$ cat src/rtl/inv_shift_rows_stage.sv
// Registered InvShiftRows stage for the 64-bit AES decryption datapath.
// Each accepted beat is optionally XORed with the round key, byte-permuted
// by InvShiftRows (4 rows x 2 columns, column-major), and written into a
// 2-entry FIFO together with its round tag.
//
// Handshake (both sides): a beat transfers on a rising edge where valid and
// ready are both high. valid, once raised, is expected to hold its payload
// until the transfer; ready may change freely. in_ready depends only on
// rst_n and the registered occupancy, never combinationally on out_ready.
module inv_shift_rows_stage #(
  parameter int TAG_W = 4
) (
  input  logic             clk,
  input  logic             rst_n,
  input  logic             in_valid,
  output logic             in_ready,
  input  logic [63:0]      in_data,
  input  logic             in_xor_en,
  input  logic [63:0]      round_key,
  input  logic [TAG_W-1:0] in_tag,
  output logic             out_valid,
  input  logic             out_ready,
  output logic [63:0]      out_data,
  output logic [TAG_W-1:0] out_tag,
  output logic [1:0]       occ,
  output logic [15:0]      blk_cnt
);

  // Byte k lives at x[63-8k -: 8]; rows 1 and 3 swap columns, rows 0 and 2 stay.
  function automatic logic [63:0] inv_shift_rows(input logic [63:0] x);
    logic [63:0] y;
    y[63:56] = x[63:56]; // out0 <- x0
    y[55:48] = x[23:16]; // out1 <- x5
    y[47:40] = x[47:40]; // out2 <- x2
    y[39:32] = x[7:0];   // out3 <- x7
    y[31:24] = x[31:24]; // out4 <- x4
    y[23:16] = x[55:48]; // out5 <- x1
    y[15:8]  = x[15:8];  // out6 <- x6
    y[7:0]   = x[39:32]; // out7 <- x3
    return y;
  endfunction

  logic [63:0]      data_q [2];
  logic [TAG_W-1:0] tag_q  [2];
  logic             wr_ptr_q, wr_ptr_d;
  logic             rd_ptr_q, rd_ptr_d;
  logic [1:0]       occ_q, occ_d;
  logic [15:0]      blk_cnt_q, blk_cnt_d;

  logic             push, pop;
  logic [63:0]      xored;
  logic [63:0]      permuted;

  assign in_ready  = rst_n & (occ_q != 2'd2);
  assign out_valid = (occ_q != 2'd0);
  assign push      = in_valid & in_ready;
  assign pop       = out_valid & out_ready;

  assign xored     = in_xor_en ? (in_data ^ round_key) : in_data;
  assign permuted  = inv_shift_rows(xored);

  // Head entry is presented only while the FIFO holds something; empty reads 0.
  assign out_data  = out_valid ? data_q[rd_ptr_q] : 64'd0;
  assign out_tag   = out_valid ? tag_q[rd_ptr_q]  : '0;
  assign occ       = occ_q;
  assign blk_cnt   = blk_cnt_q;

  // Next-state for pointers, occupancy and the delivered-beat counter.
  always_comb begin
    wr_ptr_d  = wr_ptr_q;
    rd_ptr_d  = rd_ptr_q;
    occ_d     = occ_q;
    blk_cnt_d = blk_cnt_q;
    if (push) wr_ptr_d = ~wr_ptr_q;
    if (pop) begin
      rd_ptr_d  = ~rd_ptr_q;
      blk_cnt_d = blk_cnt_q + 16'd1;
    end
    case ({push, pop})
      2'b10:   occ_d = occ_q + 2'd1;
      2'b01:   occ_d = occ_q - 2'd1;
      default: occ_d = occ_q;
    endcase
  end

  // Control registers; reset discards any buffered beats.
  always_ff @(posedge clk) begin
    if (!rst_n) begin
      wr_ptr_q  <= 1'b0;
      rd_ptr_q  <= 1'b0;
      occ_q     <= 2'd0;
      blk_cnt_q <= 16'd0;
    end else begin
      wr_ptr_q  <= wr_ptr_d;
      rd_ptr_q  <= rd_ptr_d;
      occ_q     <= occ_d;
      blk_cnt_q <= blk_cnt_d;
    end
  end

  // Storage: the transformed beat is written at the push edge, cleared on reset.
  always_ff @(posedge clk) begin
    if (!rst_n) begin
      for (int i = 0; i < 2; i++) begin
        data_q[i] <= 64'd0;
        tag_q[i]  <= '0;
      end
    end else if (push) begin
      data_q[wr_ptr_q] <= permuted;
      tag_q[wr_ptr_q]  <= in_tag;
    end
  end

endmodule
$ cat config.mk
export PLATFORM = sky130hd
export DESIGN_NAME = inv_shift_rows_stage
export DESIGN_NICKNAME = d
export VERILOG_FILES = /design/src/rtl/inv_shift_rows_stage.sv
export SDC_FILE = /design/constraint.sdc
export NUM_CORES = 1
export LEC_CHECK = 0
export BUFFER_PORTS_ARGS = -buffer_cell sky130_fd_sc_hd__buf_2
export CORE_MARGIN = 3
export CORE_UTILIZATION = 40
export CTS_CLUSTER_SIZE = 10
export DETAILED_ROUTE_END_ITERATION = 12
export SLEW_MARGIN = 20
export SYNTH_ARGS = -nofsm -noshare
export SYNTH_HDL_FRONTEND = slang
export SYNTH_SLANG_ARGS = --single-unit
export TNS_END_PERCENT = 10
$ cat constraint.sdc
create_clock -name clk -period 4 [get_ports clk]
set_input_delay 0 -clock clk [delete_from_list [all_inputs] [get_ports clk]]
set_output_delay 0 -clock clk [all_outputs]
set_load 0.03 [all_outputs]
Word-level counts from Yosys, hierarchy flattened
Memory sizes are Yosys's and may differ from the RTL's. A register that Yosys moved wholly into a read port is not among the register bits.
Cells that the tools add are included.
{"block": "classes", "muxes": 18, "n_addsub": 3, "n_reduce_logical": 4, "n_eq_ne": 3, "n_bitwise": 6}
{"cell": "$mux 64", "n": 3}
{"cell": "$reduce_or 64->1", "n": 1}
{"cell": "$xor 64x64->64", "n": 1}
{"cell": "$add 16x1->16 const B", "n": 1}
{"cell": "$mux 1", "n": 12}
{"cell": "$mux 4", "n": 2}
{"cell": "$pmux 2 s2", "n": 1}
{"cell": "$reduce_bool 2->1", "n": 2}
{"cell": "$reduce_or 4->1", "n": 1}
{"cell": "$and 1x1->1", "n": 3}
{"cell": "$add 2x1->2 const B", "n": 1}
{"cell": "$eq 2x1->1 const B", "n": 1}
{"cell": "$eq 2x2->1 const B", "n": 1}
{"cell": "$ne 2x2->1 const B", "n": 1}
{"cell": "$not 1->1", "n": 2}
{"cell": "$sub 2x1->2 const B", "n": 1}
{"block": "word_totals", "inputBits": 137, "output_inout_bits": 88, "elab_cells": 40, "reg_bits": 20, "memories": 2, "ram_bits": 136}
{"name": "data_q", "depth": 2, "word_bits": 64, "rd": 1, "rd_ports_with_merged_regs": 1, "wr": 2, "line_no": "43", "source": "logic [63:0] data_q [2];"}
{"name": "tag_q", "depth": 2, "word_bits": 4, "rd": 1, "rd_ports_with_merged_regs": 1, "wr": 2, "line_no": "44", "source": "logic [TAG_W-1:0] tag_q [2];"}

Logic depth before layout (Yosys ltp)
Gate-level depths: netlist (run 1).
{"block": "depth", "depth_word": 8, "ltp_mapped": 9, "ltp_nobuf": 8}

Worst setup path before layout (run 1)
No wires, ideal clock.
{"block": "synth_path", "path_type": "flip-flop to flip-flop", "from": "reg occ_q[0] (netlist: occ[0])", "to": "mem data_q[1][0] (enable)", "arrival_time_ps": 3012, "required_ps": 3572, "period_less_slack_ps": 3440, "stages_incl_launch_ff": 7, "setup_time_ps": 428, "setup_slack_ps": 560, "path_cell_list": "dfxtp_1 -> buf_2 -> o21a_1 -> nand3_2 -> buf_2 -> buf_4 -> nand2_1"}
{"element": "from (decl)", "line_no": "47", "source": "logic [1:0] occ_q, occ_d;"}
{"element": "from (signal assigned)", "line_no": "91", "source": "occ_q <= 2'd0;"}
{"element": "from (signal assigned)", "line_no": "96", "source": "occ_q <= occ_d;"}
{"element": "to (decl)", "line_no": "43"}

==> results by group, run 1 <==
Finish
  – Commonest non-fill, non-tap cells in the layout: 223 x buf_2, 218 x nor2_1, 136 x edfxtp_1
  – Fill cells: ~1,600
  – Antenna cells: 0
  – Most common cell after layout, fill and taps aside: buf_2
  – Layout cells sized above 1: 0.272
  – Layout area overhead: 34.8%
  – Final nets: roughly 1,100
  – Fin cells: roughly 1,200

Logic synthesis
  – Ys flop type: edfxtp_1
  – Synth area leader: edfxtp_1
  – Mapped Cells: a little under 700
  – Synthesized flop and latch total: roughly 160
  – Ys Warns: 0
  – Share of the synthesized area in the top cell type: 0.538
  – Synthesized area: about 7600 µm²
  – Post-synth ARST share: 0
  – Post-synthesis sequential area ratio: 0.594
  – Synthesized Nets: approximately 830
  – Mean Syn Cell Area: approximately 11 µm²
  – Top cells by area, synth: edfxtp_1 54%, nor2_1 11%, mux2i_1 9.1%
  – Post-synth EDFFs: 136
  – Synth cell types: 35

Clock network
  – Hold Buf Count CTS: around 90
  – Clock-pin slew on the worst setup and hold paths: about 60 ps
  – CTS Sinks: roughly 160
  – Clk root buf: clkbuf_16
  – TritonCTS clock tree: yes
  – Max Buffers Root-to-Sink: 2
  – Clock insertion delay at the later pin of the skew report: ~420 ps
  – CTS Buf Count: 17
  – Htree depth: 4
  – CTS resizes: 0
  – Post-CTS Setup Inserts: 0

Placement
  – Post-placement setup slack: 1790 ps
  – Gpl congestion: around 0.73
  – Port Buffers: 224
  – Placed insts: ~1,100
  – Post-DP HPWL: between 10,000 and 15,000 µm

Drt
  – Max Used Layer: met4
  – WL/cell: 14.5 µm
  – Vias: approximately 5,700
  – Routed wl met3: between 1000 and 1500 µm
  – Routed length on met2: slightly below 9000 µm
  – Routed length on met1: between 7000 and 8000 µm
  – Antenna-violating nets left: 0
  – Drt first pass iters: 4
  – DRT iter0 DRCs: just over 300
  – Total wire length: approximately 18,000 µm
  – Vias/cell: 4.68
  – Post-route DRC: 0

Die
  – Die H: around 140 µm
  – Initial Util: 0.415
  – Die footprint: between 20,000 and 25,000 µm²
  – Die W: approximately 140 µm
  – Num rows: 49
  – IO Count: 225
  – Core area: around 18,000 µm²

Timing
  – Final min period: ~2400 ps
  – Setup_tns: 0 ps
  – RSZ-0062 raised after global routing: false
  – Setup violations, final: 0
  – Worst setup margin: roughly 1600 ps
  – Worst-Margin Slew: between 900 and 1000 ps
  – Hold slack: 7.50 ps
  – Max_slew headroom: 0.336
  – Fmax: approximately 420 MHz
  – Pins over their slew limit: 0
  – Final period util: 0.596
  – Clock skew: a little over 5 ps
  – Final Hold Fails: 0

Global route
  – Gr usage total: 0.172
  – Global route total overflow: 0
  – Initial antenna violation count: 0
  – First-pass GRT wire length: about 27,000 µm
  – Vias in the first global route: 5,617
  – Largest net degree at the start of global routing: 70

Worst setup path
  – Largest stage delay on the critical path: approximately 920 ps
  – WP data arrival: approximately 2400 ps
  – Critical path fanouts, max: 49
  – Crit path required time: about 4000 ps
  – Worst Setup Path Type: reg2out
  – Startpoint types: register
  – CP max stage cell: dfxtp_4
  – Cell chain of the critical path: buf_4 > mux2i_1 > nor2_1 > buf_2
  – Worst Reg2Reg Path Length in Cells: 3
  – Nature of the critical path endpoint: output port

Min path
  – Hold Crit Class: in2reg
  – WHS Path Cells: 4

Power
  – VDD IR max: 0.000297 V
  – Leak: roughly 0.0043 µW
  – Power density over the cells: ~520 nW/µm²

Outcome
  – Status: finished, final reports clean

Run
  – Max Cap Viol: 0
## cell type report
type | count | area (µm²) | share of cell area
repair buffers | 317 | 2040 | 0.200
well taps | 229 | 287 | 0.0280
inverters | 11 | 41.3 | 0.00404
clock inverters | 13 | 100 | 0.00979
multi-input cells | 480 | 2810 | 0.275
clock buffers | 19 | 433 | 0.0423
flip-flops and latches | 157 | 4510 | 0.441
## state kept, by name (all words and copies together) (netlist names), named ones only
| name | cells |
|---|---|
| rd_ptr_q | 1 |
| occ | 2 |
| tag_q | 8 |
| wr_ptr_q | 1 |
| data_q | 128 |
| blk_cnt | 16 |
## stage by stage
step / area [µm²] / util / power, µW
final: 10200 / 0.560 / 5310
after global routing: 10200 / 0.560 / 5580
after CTS: 10200 / 0.560 / 5370
after detailed placement: 8800 / 0.482 / 3840
after global placement: 8800 / 0.482 / 3830
after floorplan: 7590 / - / 3330
## power breakdown
part	switching (µW)	internal (µW)
clock	609	844
combinational	1150	583
sequential	156	1960
## path summary, 6_finish.rpt
path                       from            end  slack (ps)
hold / removal    round_key[42]  data_q[1][42]           8
hold reg to reg     blk_cnt[15]    blk_cnt[15]         470
setup / recovery       register   out_data[35]        1620
setup reg to reg         occ[0]   data_q[0][7]        1810
## synth_stat cells (3+ instances only)
cell,n
nor2_1,219
edfxtp_1,136
nand2_1,75
xor2_1,70
mux2i_1,69
dfxtp_1,21
buf_2,19
inv_1,9
buf_6,8
clkbuf_1,8
xnor2_1,8
a21oi_1,4
buf_1,4
nor3_1,4
nor4_2,4
o21ai_0,4
buf_4,3
nand3_1,3
or3_1,3
## cells by family (layout without fill, tap and decap cells)
kind of cell / after synthesis / count (layout) / synth area share
AOI/OAI and AO/OA: 14 / 14 / 0.0134
xor gates and xnor gates: 78 / 78 / 0.0900
adders and majority gates: 2 / 2 / 0.00330
buffers and inverters: 53 / 360 / 0.0387
DFF: 157 / 157 / 0.594
muxes: 69 / 69 / 0.0910
and+or+nand+nor: 317 / 317 / 0.170
## metal layers
metal / track usage / vias to the layer above
li1: - / 2887
met1: 0.209 / 2641
met2: 0.300 / 194
met3: 0.0373 / 20
met4: 0.0619 / 0
met5: 0 / -
## critical path: cells and delay by family, from the launching register on
kind          cells  cell delay (ps)
flops             1              920
buf+inv           2              690
mux               1              260
simple gates      1               60
(Power assumes the default switching activity.)
==> inputs of run 2 (changes only) <==
==> constraint.sdc (replaced) <==
create_clock -name clk -period 2.25 [get_ports clk]
set_input_delay 0 -clock clk [delete_from_list [all_inputs] [get_ports clk]]
set_output_delay 0 -clock clk [all_outputs]
set_load 0.03 [all_outputs]
==> results by group, run 2 (synthesis gave the netlist of run 1 again) <==
Worst setup path
  – Critical path fanouts, max: 68 (+39%)
  – Startpoint types: register
  – Worst Setup Path Type: reg2out
  – WP data arrival: 2030 ps (-350 ps)
  – Crit path required time: 2250 ps (-1750 ps)
  – Nature of the critical path endpoint: output port

Finish
  – Fill cells: 1,560 (-2.4%)
  – Most common cell after layout, fill and taps aside: buf_2
  – Commonest non-fill, non-tap cells in the layout: 224 x buf_2, 218 x nor2_1, 136 x edfxtp_1
  – Antenna cells: 0 (unchanged)
  – Layout cells sized above 1: 0.278 (+0.00646)
  – Multi-input gate area in the final layout: 2820 µm² (+0.31%)
  – FF+latch area: 4510 µm² (unchanged)
  – Layout area overhead: 36.0%
  – Final nets: 1,125 (+0.18%)
  – Max FFs per register: 128 (unchanged)
  – Reg with most FFs: data_q

Power
  – Internal power: 5970 µW (+76%)
  – Clock share of power: 0.268 (-0.006)
  – Comb power frac: 0.342 (+0.015)
  – VDD IR max: 0.000539 V (+81%)
  – Net Switching: 3470 µW (+81%)
  – Sequential Power Share: 0.390 (-0.009)
  – Leak: 0.00436 µW (+1.4%)
  – Power density over the cells: 914 nW/µm² (+76%)
  – Sw Ratio: 0.367 (+0.00582)

Clock network
  – Htree depth: 4 (unchanged)
  – Clk root buf: clkbuf_16
  – CTS Sinks: 157 (unchanged)
  – Max Buffers Root-to-Sink: 2 (unchanged)
  – TritonCTS clock tree: yes
  – CTS resizes: 0 (unchanged)
  – Clock insertion delay at the later pin of the skew report: 420 ps (about the same)
  – Clock-pin slew on the worst setup and hold paths: 60 ps (about the same)
  – CTS Buf Count: 17 (unchanged)

Timing
  – Worst-Margin Slew: 770 ps (-226 ps)
  – Final min period: around 2000 ps
  – Final Hold Fails: 0 (unchanged)
  – RSZ-0062 raised after global routing: false
  – Setup_tns: 0 ps (unchanged)
  – Setup violations, final: 0 (unchanged)
  – Worst setup margin: 222 ps (-1390 ps)
  – Pins over their slew limit: 0 (unchanged)
  – Final period util: 0.902
  – Max_slew headroom: 0.486 (+0.150)
  – Clock skew: 7.32 ps (+2.27 ps)
  – Fmax: just under 500 MHz

Die
  – Die H: 144 µm (unchanged)
  – Die W: 144 µm (unchanged)
  – Core area: 18,300 µm² (unchanged)
  – Num rows: 49 (unchanged)
  – Die footprint: 20,700 µm² (unchanged)
  – IO Count: 225 (unchanged)
  – Initial Util: 0.415 (unchanged)

Placement
  – Post-placement setup slack: 400 ps (-1390 ps)
  – Port Buffers: 224 (unchanged)
  – Post-DP HPWL: 11,200 µm (+5.0%)
  – Gpl congestion: 0.734 (+0.12%)

Drt
  – WL/cell: 14.8 µm (+1.9%)
  – Vias: 5,785 (+0.75%)
  – Drt first pass iters: 4 (unchanged)
  – DRT iter0 DRCs: 266 (-13%)
  – Antenna-violating nets left: 0 (unchanged)
  – Total wire length: 18,100 µm (+2.1%)
  – Vias/cell: 4.71 (+0.58%)
  – Post-route DRC: 0 (unchanged)

Outcome
  – Status: finished, final reports clean

Run
  – Max Cap Viol: 0 (unchanged)

Global route
  – Largest net degree at the start of global routing: 70 (unchanged)
  – Gr usage total: 0.179 (+0.00693)
  – Global route total overflow: 0 (unchanged)
  – First-pass GRT wire length: 28,700 µm (+4.5%)
  – Vias in the first global route: 5,787 (+3.0%)
  – Initial antenna violation count: 0 (unchanged)

Min path
  – Hold Crit Class: in2reg
==> run 2: cell count changes in the layout (fill, tap and decap cells not counted), moves of 4 or more <==
cell,previous run,this run
clkinvlp_4,4,0
buf_4,5,1
clkinv_4,0,5
buf_12,0,7
==> run 2: cell type report <==
cell class,count,area share
Sequential cell,157,0.437
Multi-Input combinational cell,480,0.273
Timing Repair Buffer,319,0.207
Clock buffer,17,0.0412
Tap cell,229,0.0278
Clock inverter,15,0.00958
Inverter,11,0.00400
==> run 2: per-stage QoR <==
stage | hold WS, ps | instance area, µm² | instances | power [µW] | util
5_1_grt | 14.2 | 10300 | 1228 | 9940 | 0.565
3_3_place_gp | 317 | 8930 | 1109 | 6870 | 0.489
6_report | 12.5 | 10300 | 1228 | 9440 | 0.565
4_1_cts | 0.566 | 10300 | 1228 | 9550 | 0.565
2_1_floorplan | 160 | 7610 | 690 | 5910 | -
3_5_place_dp | 324 | 8930 | 1109 | 6890 | 0.489
==> run 2: worst paths after layout <==
check	to	slack (ps)	start	cells after the start
worst min register to register	blk_cnt[15]	500	blk_cnt[15]	2
worst max-delay path	out_data[61]	220	occ[0]	4
worst max register to register	data_q[0][36]	400	occ[0]	4
worst min-delay path	data_q[1][46]	10	round_key[46]	4
==> run 2: routing by layer <==
metal / track usage / wire [µm] / up-vias / share of wire
li1: - / - / 2894 / -
met5: 0 / 0 / - / 0
met4: 0.0565 / 323 / 0 / 0.018
met1: 0.213 / 7570 / 2682 / 0.42
met2: 0.316 / 9060 / 183 / 0.50
met3: 0.0473 / 1180 / 26 / 0.065
==> run 2: power groups by stage <==
stage               clock network, µW  logic [µW]  registers [µW]
floorplan                           0        2260            3650
global placement                    0        3130            3740
detailed placement                  0        3140            3750
CTS                              2580        3280            3690
global route                     2700        3510            3730
finish                           2520        3230            3680
==> run 2: worst max-delay path, cell delays in order, from the launching register on <==
cell and delay, ps:
dfxtp_1 430, nor2_4 140, buf_4 610, nor2_1 170, buf_2 220
==> run 2: timing repair <==
| item | in CTS | in global routing |
|---|---|---|
| hold buffers | 87 | 0 |
| endpoints found under the setup margin | 0 | 0 |
| buffers inserted | 0 | 0 |
| endpoints found under the hold margin | 140 | 0 |
